$ cat src/rtl/alu_operand_stage.sv
// -----------------------------------------------------------------------------
// alu_operand_stage
//
// ID/EX pipeline register with EX-stage forwarding muxes. It sits directly
// upstream of the ALU. Each clock it captures the decoded operands and control
// from the decode stage. It resolves RAW hazards against the EX/MEM and MEM/WB
// stages and drives the ALU operation, the A/B operands and the shift amount.
// Write-back control is passed downstream.
//
// Optional feature macro: LOAD_USE_DETECT_EN
//   defined   : LoadUseStall flags a load in this stage whose destination is
//               read by the instruction now in decode (ID_Rs / ID_Rt).
//   undefined : LoadUseStall is tied to 0 and ID_Rs / ID_Rt are ignored.
//   The port list is the same in both builds.
//
// Ports
//   clk, reset          : rising-edge clock, synchronous active-high reset
//   Stall, Flush        : hold stage / replace stage with bubble (Flush wins)
//   ReadData1/2         : register file rs / rt values from decode
//   Immediate, ShamtIn  : extended immediate and shamt field from decode
//   Rs, Rt, Rd          : register specifiers from decode
//   ALUSrc, RegDst      : B-from-immediate select, rd-vs-rt destination select
//   RegWriteIn,
//   MemReadIn, ALUOpIn  : control from decode
//   EXMEM_*, MEMWB_*    : forwarding sources from the two downstream stages
//   ID_Rs, ID_Rt        : source registers of the instruction now in decode
//   ALUOperation, A, B,
//   Shamt               : ALU inputs
//   StoreData           : forwarded rt value for stores
//   WriteReg, RegWrite,
//   MemRead, Valid      : registered control passed downstream
//   LoadUseStall        : load-use hazard request to decode
// -----------------------------------------------------------------------------
module alu_operand_stage #(
  parameter int DATA_WIDTH     = 32,
  parameter int REG_ADDR_WIDTH = 5
) (
  input  logic                      clk,
  input  logic                      reset,
  input  logic                      Stall,
  input  logic                      Flush,
  input  logic [DATA_WIDTH-1:0]     ReadData1,
  input  logic [DATA_WIDTH-1:0]     ReadData2,
  input  logic [DATA_WIDTH-1:0]     Immediate,
  input  logic [4:0]                ShamtIn,
  input  logic [REG_ADDR_WIDTH-1:0] Rs,
  input  logic [REG_ADDR_WIDTH-1:0] Rt,
  input  logic [REG_ADDR_WIDTH-1:0] Rd,
  input  logic                      ALUSrc,
  input  logic                      RegDst,
  input  logic                      RegWriteIn,
  input  logic                      MemReadIn,
  input  logic [3:0]                ALUOpIn,
  input  logic                      EXMEM_RegWrite,
  input  logic [REG_ADDR_WIDTH-1:0] EXMEM_WriteReg,
  input  logic [DATA_WIDTH-1:0]     EXMEM_ALUResult,
  input  logic                      MEMWB_RegWrite,
  input  logic [REG_ADDR_WIDTH-1:0] MEMWB_WriteReg,
  input  logic [DATA_WIDTH-1:0]     MEMWB_WriteData,
  input  logic [REG_ADDR_WIDTH-1:0] ID_Rs,
  input  logic [REG_ADDR_WIDTH-1:0] ID_Rt,
  output logic [3:0]                ALUOperation,
  output logic [DATA_WIDTH-1:0]     A,
  output logic [DATA_WIDTH-1:0]     B,
  output logic [4:0]                Shamt,
  output logic [DATA_WIDTH-1:0]     StoreData,
  output logic [REG_ADDR_WIDTH-1:0] WriteReg,
  output logic                      RegWrite,
  output logic                      MemRead,
  output logic                      Valid,
  output logic                      LoadUseStall
);

  // All stage state in one record, so that reset and Flush can load the
  // all-zero bubble with a single assignment.
  typedef struct packed {
    logic                      valid;
    logic [REG_ADDR_WIDTH-1:0] rs;
    logic [REG_ADDR_WIDTH-1:0] rt;
    logic [REG_ADDR_WIDTH-1:0] write_reg;
    logic [DATA_WIDTH-1:0]     read_data1;
    logic [DATA_WIDTH-1:0]     read_data2;
    logic [DATA_WIDTH-1:0]     immediate;
    logic [4:0]                shamt;
    logic                      alu_src;
    logic                      reg_write;
    logic                      mem_read;
    logic [3:0]                alu_op;
  } stage_t;

  stage_t stage_q, stage_d;

  // Next-state selection: Flush > Stall > load. Reset has top priority and is
  // applied in the register process.
  always_comb begin
    // NOTE: default to "hold" first so every path assigns stage_d; without the
    // default a path that skips the assignment would infer a latch.
    stage_d = stage_q;
    if (Flush) begin
      stage_d = '0;
    end else if (!Stall) begin
      stage_d.valid      = 1'b1;
      stage_d.rs         = Rs;
      stage_d.rt         = Rt;
      stage_d.write_reg  = RegDst ? Rd : Rt;
      stage_d.read_data1 = ReadData1;
      stage_d.read_data2 = ReadData2;
      stage_d.immediate  = Immediate;
      stage_d.shamt      = ShamtIn;
      stage_d.alu_src    = ALUSrc;
      stage_d.reg_write  = RegWriteIn;
      stage_d.mem_read   = MemReadIn;
      stage_d.alu_op     = ALUOpIn;
    end
  end

  // NOTE: sequential state uses non-blocking assignments so that every
  // register samples its pre-edge value regardless of process ordering.
  always_ff @(posedge clk) begin
    if (reset) begin
      stage_q <= '0;
    end else begin
      stage_q <= stage_d;
    end
  end

  // Forwarding select for one source register. EX/MEM holds the younger
  // result, so it is checked first. Register 0 is hard-wired and never
  // forwarded.
  function automatic logic [DATA_WIDTH-1:0] forward(
    input logic [REG_ADDR_WIDTH-1:0] src,
    input logic [DATA_WIDTH-1:0]     reg_val,
    input logic                      exmem_we,
    input logic [REG_ADDR_WIDTH-1:0] exmem_reg,
    input logic [DATA_WIDTH-1:0]     exmem_val,
    input logic                      memwb_we,
    input logic [REG_ADDR_WIDTH-1:0] memwb_reg,
    input logic [DATA_WIDTH-1:0]     memwb_val
  );
    logic [DATA_WIDTH-1:0] result;
    result = reg_val;
    if (exmem_we && (exmem_reg != '0) && (exmem_reg == src)) begin
      result = exmem_val;
    end else if (memwb_we && (memwb_reg != '0) && (memwb_reg == src)) begin
      result = memwb_val;
    end
    return result;
  endfunction

  logic [DATA_WIDTH-1:0] fwd_rs, fwd_rt;

  always_comb begin
    fwd_rs = forward(stage_q.rs, stage_q.read_data1,
                     EXMEM_RegWrite, EXMEM_WriteReg, EXMEM_ALUResult,
                     MEMWB_RegWrite, MEMWB_WriteReg, MEMWB_WriteData);
    fwd_rt = forward(stage_q.rt, stage_q.read_data2,
                     EXMEM_RegWrite, EXMEM_WriteReg, EXMEM_ALUResult,
                     MEMWB_RegWrite, MEMWB_WriteReg, MEMWB_WriteData);
  end

  assign A            = fwd_rs;
  assign StoreData    = fwd_rt;
  assign B            = stage_q.alu_src ? stage_q.immediate : fwd_rt;
  assign ALUOperation = stage_q.alu_op;
  assign Shamt        = stage_q.shamt;
  assign WriteReg     = stage_q.write_reg;
  assign RegWrite     = stage_q.reg_write;
  assign MemRead      = stage_q.mem_read;
  assign Valid        = stage_q.valid;

`ifdef LOAD_USE_DETECT_EN
  // A load here cannot forward its data in time for the instruction in
  // decode, so decode must hold for one cycle while this stage takes a bubble.
  assign LoadUseStall = stage_q.mem_read && stage_q.reg_write &&
                        (stage_q.write_reg != '0) &&
                        ((stage_q.write_reg == ID_Rs) ||
                         (stage_q.write_reg == ID_Rt));
`else
  assign LoadUseStall = 1'b0;
  // The decode-stage specifiers have no function in this build.
  logic unused_id_regs;
  assign unused_id_regs = ^{ID_Rs, ID_Rt};
`endif

endmodule

$ cat config.mk
export PLATFORM = sky130hd
export DESIGN_NAME = alu_operand_stage
export DESIGN_NICKNAME = d
export VERILOG_FILES = /design/src/rtl/alu_operand_stage.sv
export SDC_FILE = /design/constraint.sdc
export NUM_CORES = 1
export LEC_CHECK = 0
export ABC_CLOCK_PERIOD_IN_PS = 4500
export BUFFER_PORTS_ARGS = -buffer_cell sky130_fd_sc_hd__buf_2
export CAP_MARGIN = 20
export CORE_AREA = 2 2 126 128
export CTS_BUF_LIST = sky130_fd_sc_hd__clkbuf_4 sky130_fd_sc_hd__clkbuf_8
export CTS_CLUSTER_SIZE = 8
export DETAILED_ROUTE_END_ITERATION = 10
export DIE_AREA = 0 0 128 130
export PLACE_DENSITY = 0.78
export RECOVER_POWER = 25
export SLEW_MARGIN = 20
export SYNTH_ARGS = -nofsm -noshare
export SYNTH_HDL_FRONTEND = slang
export SYNTH_SLANG_ARGS = --single-unit
$ cat constraint.sdc
create_clock -name clk -period 4.5 [get_ports clk]
set_clock_uncertainty 0.2 [all_clocks]
set_input_delay 0.45 -clock clk [delete_from_list [all_inputs] [get_ports clk]]
set_output_delay 0.45 -clock clk [all_outputs]
set_load 0.01 [all_outputs]
==> metrics.md, run 1 <==
| Metric | Value |
|---|---|
| Failing checks | max-capacitance violations, max-slew violations |
| CTS sink cnt | 124 |
| Clock Path Buffers | 2 |
| Req. time, crit path | 3.85 ns |
| RSZ-0062 raised after global routing | false |
| Reg clk slew, reported paths | 0.08 ns |
| Core area | 15400 µm² |
| Pwr Total | 2.62 mW |
| Initial antenna violation count | 1 |
| Synthesized area per cell | 9.12 µm² |
| Overflow after GRT | 0 |
| Largest net degree at the start of global routing | 93 |
| Final Hold Fails | 0 |
| Horiz. Die Dim | 128 µm |
| Finished layout cell area | 8820 µm² |
| Post-CTS resize count | 0 |
| Met3 routed WL | 1.55 mm |
| Initial core utilization | 44.6% |
| Netlist cell types | 32 |
| ANT nets after route | 0 |
| Row count | 46 |
| CP Launch Type | input port |
| Area growth from synthesis to layout | 28.0% |
| # IOs | 328 |
| Non-Filler Instances | 1229 |
| CTS root buffer | clkbuf_8 |
| FILL cells | 1407 |
| Relative slew slack | -117% |
| Worst vdd ir | 0.212 mV |
| Drc violations | 0 |
| Leakage | 4.11 nW |
| #FFs+latches synth | 124 |
| Worst-skew pair later-pin latency | 0.43 ns |
| Metal2 WL | 10.8 mm |
| Post-Route WL | 21.9 mm |
| Iteration-0 DRC Markers | 348 |
| Min Tclk post-route | 3.59 ns |
| DRT Pass-1 Iters | 5 |
| Gate Count Post-Synth | 755 |
| Slew Viols, Final | 93 |
| Hold Crit Class | input port to flip-flop |
| Final Setup Violations | 0 |
| Max_cap viols | 1 |
| Post-DP HPWL | 15.6 mm |
| CTS hold repair buffers | 0 |
| GP Congestion | 0.870 |
| Final nets | 1237 |
| Vias after detailed routing | 6610 |
| Status | complete, but fails checks |
| Global-route wire length before repair | 32.5 mm |
| Worst-Margin Slew | 3.26 ns |
| Dpl cells | 1196 |
| CTS tree | built |
| PwrDens | 297 nW/µm² |
| Register area share after synthesis | 36.0% |
| Vias in the first global route | 6386 |
| Met1 Wirelength | 8.93 mm |
| Number of buffers created by CTS | 17 |
| Die Height | 130 µm |
| Top Layer Used | met4 |
| Footprint of the multi-input gates | 4020 µm² |
| Crit path DAT | 2.94 ns |
| Util after Layout | 57.2% |
| FMAX | 278 MHz |
| Critical path capture point type | output pin |
| Port Buffers | 316 |
| Placed inst area | 8440 µm² |
| Register Area | 2480 µm² |
| Syn Nets | 969 |
| Wire length per cell | 17.8 µm |
| Final setup TNS | 0 ns |
| Total track usage | 25.2% |
| Max H-tree Level | 4 |
| Mean number of vias per cell | 5.38 |
| Yosys warns | 0 |
| Commonest non-fill, non-tap cell in the layout | buf_2 |
| Post-CTS setup buffers | 0 |
| Die Area | 16600 µm² |
| Layout cells sized above 1 | 40.1% |
| Post-synthesis cell area | 6890 µm² |
| Fin crit share | 79.8% |
| Crit Path Category | input port to output pin |
| Most frequent cells in the layout | buf_2 (298), nor2_1 (161), mux2i_1 (155) |
| CP Max Fanout | 18 |
[logic make-up (layout without fill, tap and decap cells)]
family / count (synthesis) / count (layout) / synth area share [%]
other cells: 1 / 2 / 0.0545
compound gates: 106 / 106 / 12.7
buf+inv: 81 / 362 / 6.05
flops: 124 / 124 / 36.0
simple gates: 236 / 236 / 14.8
xor+xnor: 20 / 20 / 2.54
mux: 187 / 187 / 27.8
[critical path, stage by stage]
cell,delay (ns)
buf_2,0.12
or4_4,0.55
o211ai_4,0.17
or2_2,0.49
buf_4,0.50
a31oi_2,0.19
mux2_2,0.30
buf_2,0.14
[through the flow]
stage / setup WS (ns) / hold WS [ns]
floorplan: 1.82 / 0.258
global placement: 0.983 / 0.241
detailed placement: 0.931 / 0.242
CTS: 0.869 / 0.00336
global route: 0.705 / 0.00476
finish: 0.907 / 0.0457
[layer usage]
layer / track usage, % / vias up
li1: - / 3171
met1: 28.8 / 3119
met2: 43.6 / 283
met3: 7.34 / 37
met4: 11.6 / 0
met5: 0 / -
[sequential cells by signal, summed over array words and instances, names as in the netlist]
signal and count:
Shamt 5, stage_q 107, Valid 1, MemRead 1, RegWrite 1, WriteReg 5
ALUOperation 4
[cells in the mapped netlist (all sizes together)]
| cell | count | area [µm²] |
|---|---|---|
| nor2 | 161 | 604 |
| mux2i | 155 | 1550 |
| dfxtp | 124 | 2480 |
| buf | 48 | 293 |
| a21oi | 38 | 190 |
| nand3 | 33 | 165 |
| o21ai | 33 | 165 |
| a31oi | 32 | 475 |
| clkbuf | 32 | 120 |
| mux2 | 32 | 360 |
| nor3 | 32 | 160 |
| xnor2 | 13 | 114 |
| xor2 | 7 | 61.3 |
| or4 | 3 | 26.3 |
| nand4 | 2 | 12.5 |
| o211ai | 2 | 33.8 |
| or2 | 2 | 12.5 |
| conb | 1 | 3.75 |
| inv | 1 | 3.75 |
| nor4 | 1 | 12.5 |
| nor4b | 1 | 15.0 |
| o211a | 1 | 10.0 |
| or4b | 1 | 13.8 |
[layout make-up]
type | count | share of cell area, %
clock inverters | 15 | 1.83
repair buffers | 329 | 19.0
clock buffers | 17 | 2.65
diodes | 1 | 0.0284
inverters | 1 | 0.0426
flip-flops and latches | 124 | 28.2
multi-input cells | 550 | 45.5
well taps | 192 | 2.72
[power breakdown]
group	internal, mW	switching (mW)
clock network	0.502	0.494
logic	0.216	0.252
registers	1.13	0.0252
[path summary, 6_finish.rpt]
check / startpoint / end / slack [ns] / cells after the start
worst min-delay path: ReadData1[31] / stage_q[107]$_SDFFE_PP0N_ / 0.05 / 3
worst max-delay path: EXMEM_WriteReg[1] / B[9] / 0.91 / 8
worst min register to register: Valid$_SDFFE_PP0N_ / Valid$_SDFFE_PP0N_ / 0.26 / 2
worst max register to register: stage_q[6]$_SDFFE_PP0N_ / stage_q[6]$_SDFFE_PP0N_ / 2.93 / 2
Power figures use the tool's default switching activity.
==> run 2: changes to the inputs <==
ABC_CLOCK_PERIOD_IN_PS = 3050   (was 4500)
CORE_AREA = default   (was 2 2 126 128)
CORE_ASPECT_RATIO = 1.4   (was default)
CORE_MARGIN = 2   (was default)
CORE_UTILIZATION = 44   (was default)
DIE_AREA = default   (was 0 0 128 130)
PLACE_DENSITY = 0.8   (was 0.78)
clock period = 3.05 ns   (was 4.5 ns; I/O delays follow)
==> run 2 against run 1 <==
  * The flow now finishes without violations
  * Register-to-register slack got worse by 1.4 ns
  * Clock power is 59% higher
  * Cell count is 11% higher
  * Sequential cell count unchanged
  * Global-route usage grew 6.4 points
  * Sequential power is 47% higher
  * Clock-buffer cell count unchanged
  * Worst hold slack better by 0.00060 ns
  * Non-clock buffer count rose by 131
  * Critical endpoint is now B[2]
  * Largest cell class unchanged
==> metrics.md, run 2 (same netlist as run 1, synthesis figures left out) <==
| Metric | Value |
|---|---|
| Status | finished, final reports clean |
| Max FFs per register | 107 |
| Relative slew slack | 10.5% |
| Initial core utilization | 44.5% |
| Leakage | 4.76 nW |
| Hold Crit Class | input port to flip-flop |
| Wire length per cell | 19.8 µm |
| Final Hold Fails | 0 |
| Req. time, crit path | 2.54 ns |
| CTS root buffer | clkbuf_8 |
| Delay-heaviest family, CP | simple AND/OR/NAND/NOR gates |
| Most frequent cells in the layout | buf_2 (308), nor2_1 (161), mux2i_1 (155) |
| Port Buffers | 316 |
| Max H-tree Level | 4 |
| Mean number of vias per cell | 5.54 |
| Largest reg by FF count | stage_q |
| FILL cells | 1146 |
| Drc violations | 0 |
| CTS tree | built |
| Dpl cells | 1209 |
| Number of buffers created by CTS | 17 |
| Horiz. Die Dim | 110 µm |
| Initial antenna violation count | 1 |
| Non-Filler Instances | 1366 |
| Iteration-0 DRC Markers | 517 |
| Die Height | 152 µm |
| Die Area | 16700 µm² |
| Max_cap viols | 0 |
| CP Launch Type | flip-flop |
| Global-route wire length before repair | 40.6 mm |
| Overflow after GRT | 0 |
| Row count | 54 |
| Fin crit share | 98.9% |
| ANT nets after route | 0 |
| Reg clk slew, reported paths | 0.08 ns |
| WP buf/inv | 1 |
| Slowest CP cell | or4b_4 |
| Crit Path Category | flip-flop to output pin |
| Largest net degree at the start of global routing | 125 |
| Worst-skew pair later-pin latency | 0.44 ns |
| Post-Route WL | 27.0 mm |
| Final Setup Violations | 0 |
| Footprint of the multi-input gates | 4160 µm² |
| Critical-path cell list | xor2_2 > or4b_4 > o21ai_1 > a31oi_2 > mux2_2 > buf_2 |
| GP Congestion | 0.887 |
| Min Tclk post-route | 3.02 ns |
| RSZ-0062 raised after global routing | true |
| DRT Pass-1 Iters | 6 |
| Final nets | 1370 |
| # IOs | 328 |
| Vias in the first global route | 8079 |
| Worst vdd ir | 0.322 mV |
| Layout cells sized above 1 | 39.6% |
| Critical path capture point type | output pin |
| Worst-Margin Slew | 1.34 ns |
| Crit path DAT | 2.51 ns |
| Post-DP HPWL | 16.2 mm |
| Slew Viols, Final | 0 |
| Core area | 15500 µm² |
| PwrDens | 404 nW/µm² |
| Vias after detailed routing | 7567 |
| Register Area | 2490 µm² |
| Commonest non-fill, non-tap cell in the layout | buf_2 |
| Clock Path Buffers | 2 |
| Area growth from synthesis to layout | 49.9% |
| Hold WS | 0.0463 ns |
| CTS sink cnt | 124 |
| Total track usage | 31.6% |
| FMAX | 331 MHz |
| CP Max Fanout | 16 |
| CP peak stage delay | 0.72 ns |
## run 2: stage by stage
step | setup TNS, ns | total power [mW] | setup slack [ns] | util [%] | instance area (µm²)
final | 0 | 4.18 | 0.0328 | 66.7 | 10300
after global routing | -0.154 | 4.32 | -0.0397 | 66.7 | 10300
after CTS | -0.0452 | 4.15 | -0.0133 | 66.3 | 10300
after detailed placement | 0 | 2.45 | 0.299 | 55.4 | 8570
after global placement | 0 | 2.43 | 0.314 | 55.4 | 8570
after floorplan | 0 | 2.14 | 0.662 | - | 6890
## run 2: layout make-up
type                    instances  share of cell area, %
clock inverters                15                   1.79
multi-input cells             552                   40.3
inverters                       1                 0.0364
clock buffers                  17                   2.27
well taps                     196                   2.38
flip-flops and latches        124                   24.1
repair buffers                460                   29.1
diodes                          1                 0.0242
## run 2: worst register-to-register path, cell delays in order (launching register included)
cell	delay (ns)
dfxtp_2	0.53
buf_4	0.45
mux2i_1	0.15
nor2_1	0.13
## run 2: per-layer routing
layer / wire length [µm] / GRT usage [%]
met3: 1890 / 6.91
met2: 14300 / 56.1
met4: 1270 / 19.7
met1: 9510 / 32.7
met5: 0 / 0
## run 2: worst paths after layout
kind                                  start                       end  slack (ns)  cells after the start
setup reg to reg    stage_q[6]$_SDFFE_PP0N_   stage_q[6]$_SDFFE_PP0N_        1.52                      3
hold reg to reg          Valid$_SDFFE_PP0N_        Valid$_SDFFE_PP0N_        0.27                      2
setup / recovery  stage_q[117]$_SDFFE_PP0N_                      B[2]        0.03                      6
hold / removal                        Rd[2]  WriteReg[2]$_SDFFE_PP0N_        0.05                      5
## run 2: timing repair
item	4_1_cts	5_1_grt
hold buffers	120	0
gates resized for setup	13	20
endpoints found under the setup margin	32	45
pin swaps	2	4
cloned	2	0
setup buffers	0	2
endpoints found under the hold margin	120	0
## run 2: where the power goes
part | total, mW | switching, mW | internal [mW] | leakage (nW)
registers | 1.71 | 0.0398 | 1.67 | 1.01
clock network | 1.58 | 0.761 | 0.823 | 0.208
logic | 0.880 | 0.442 | 0.438 | 3.54
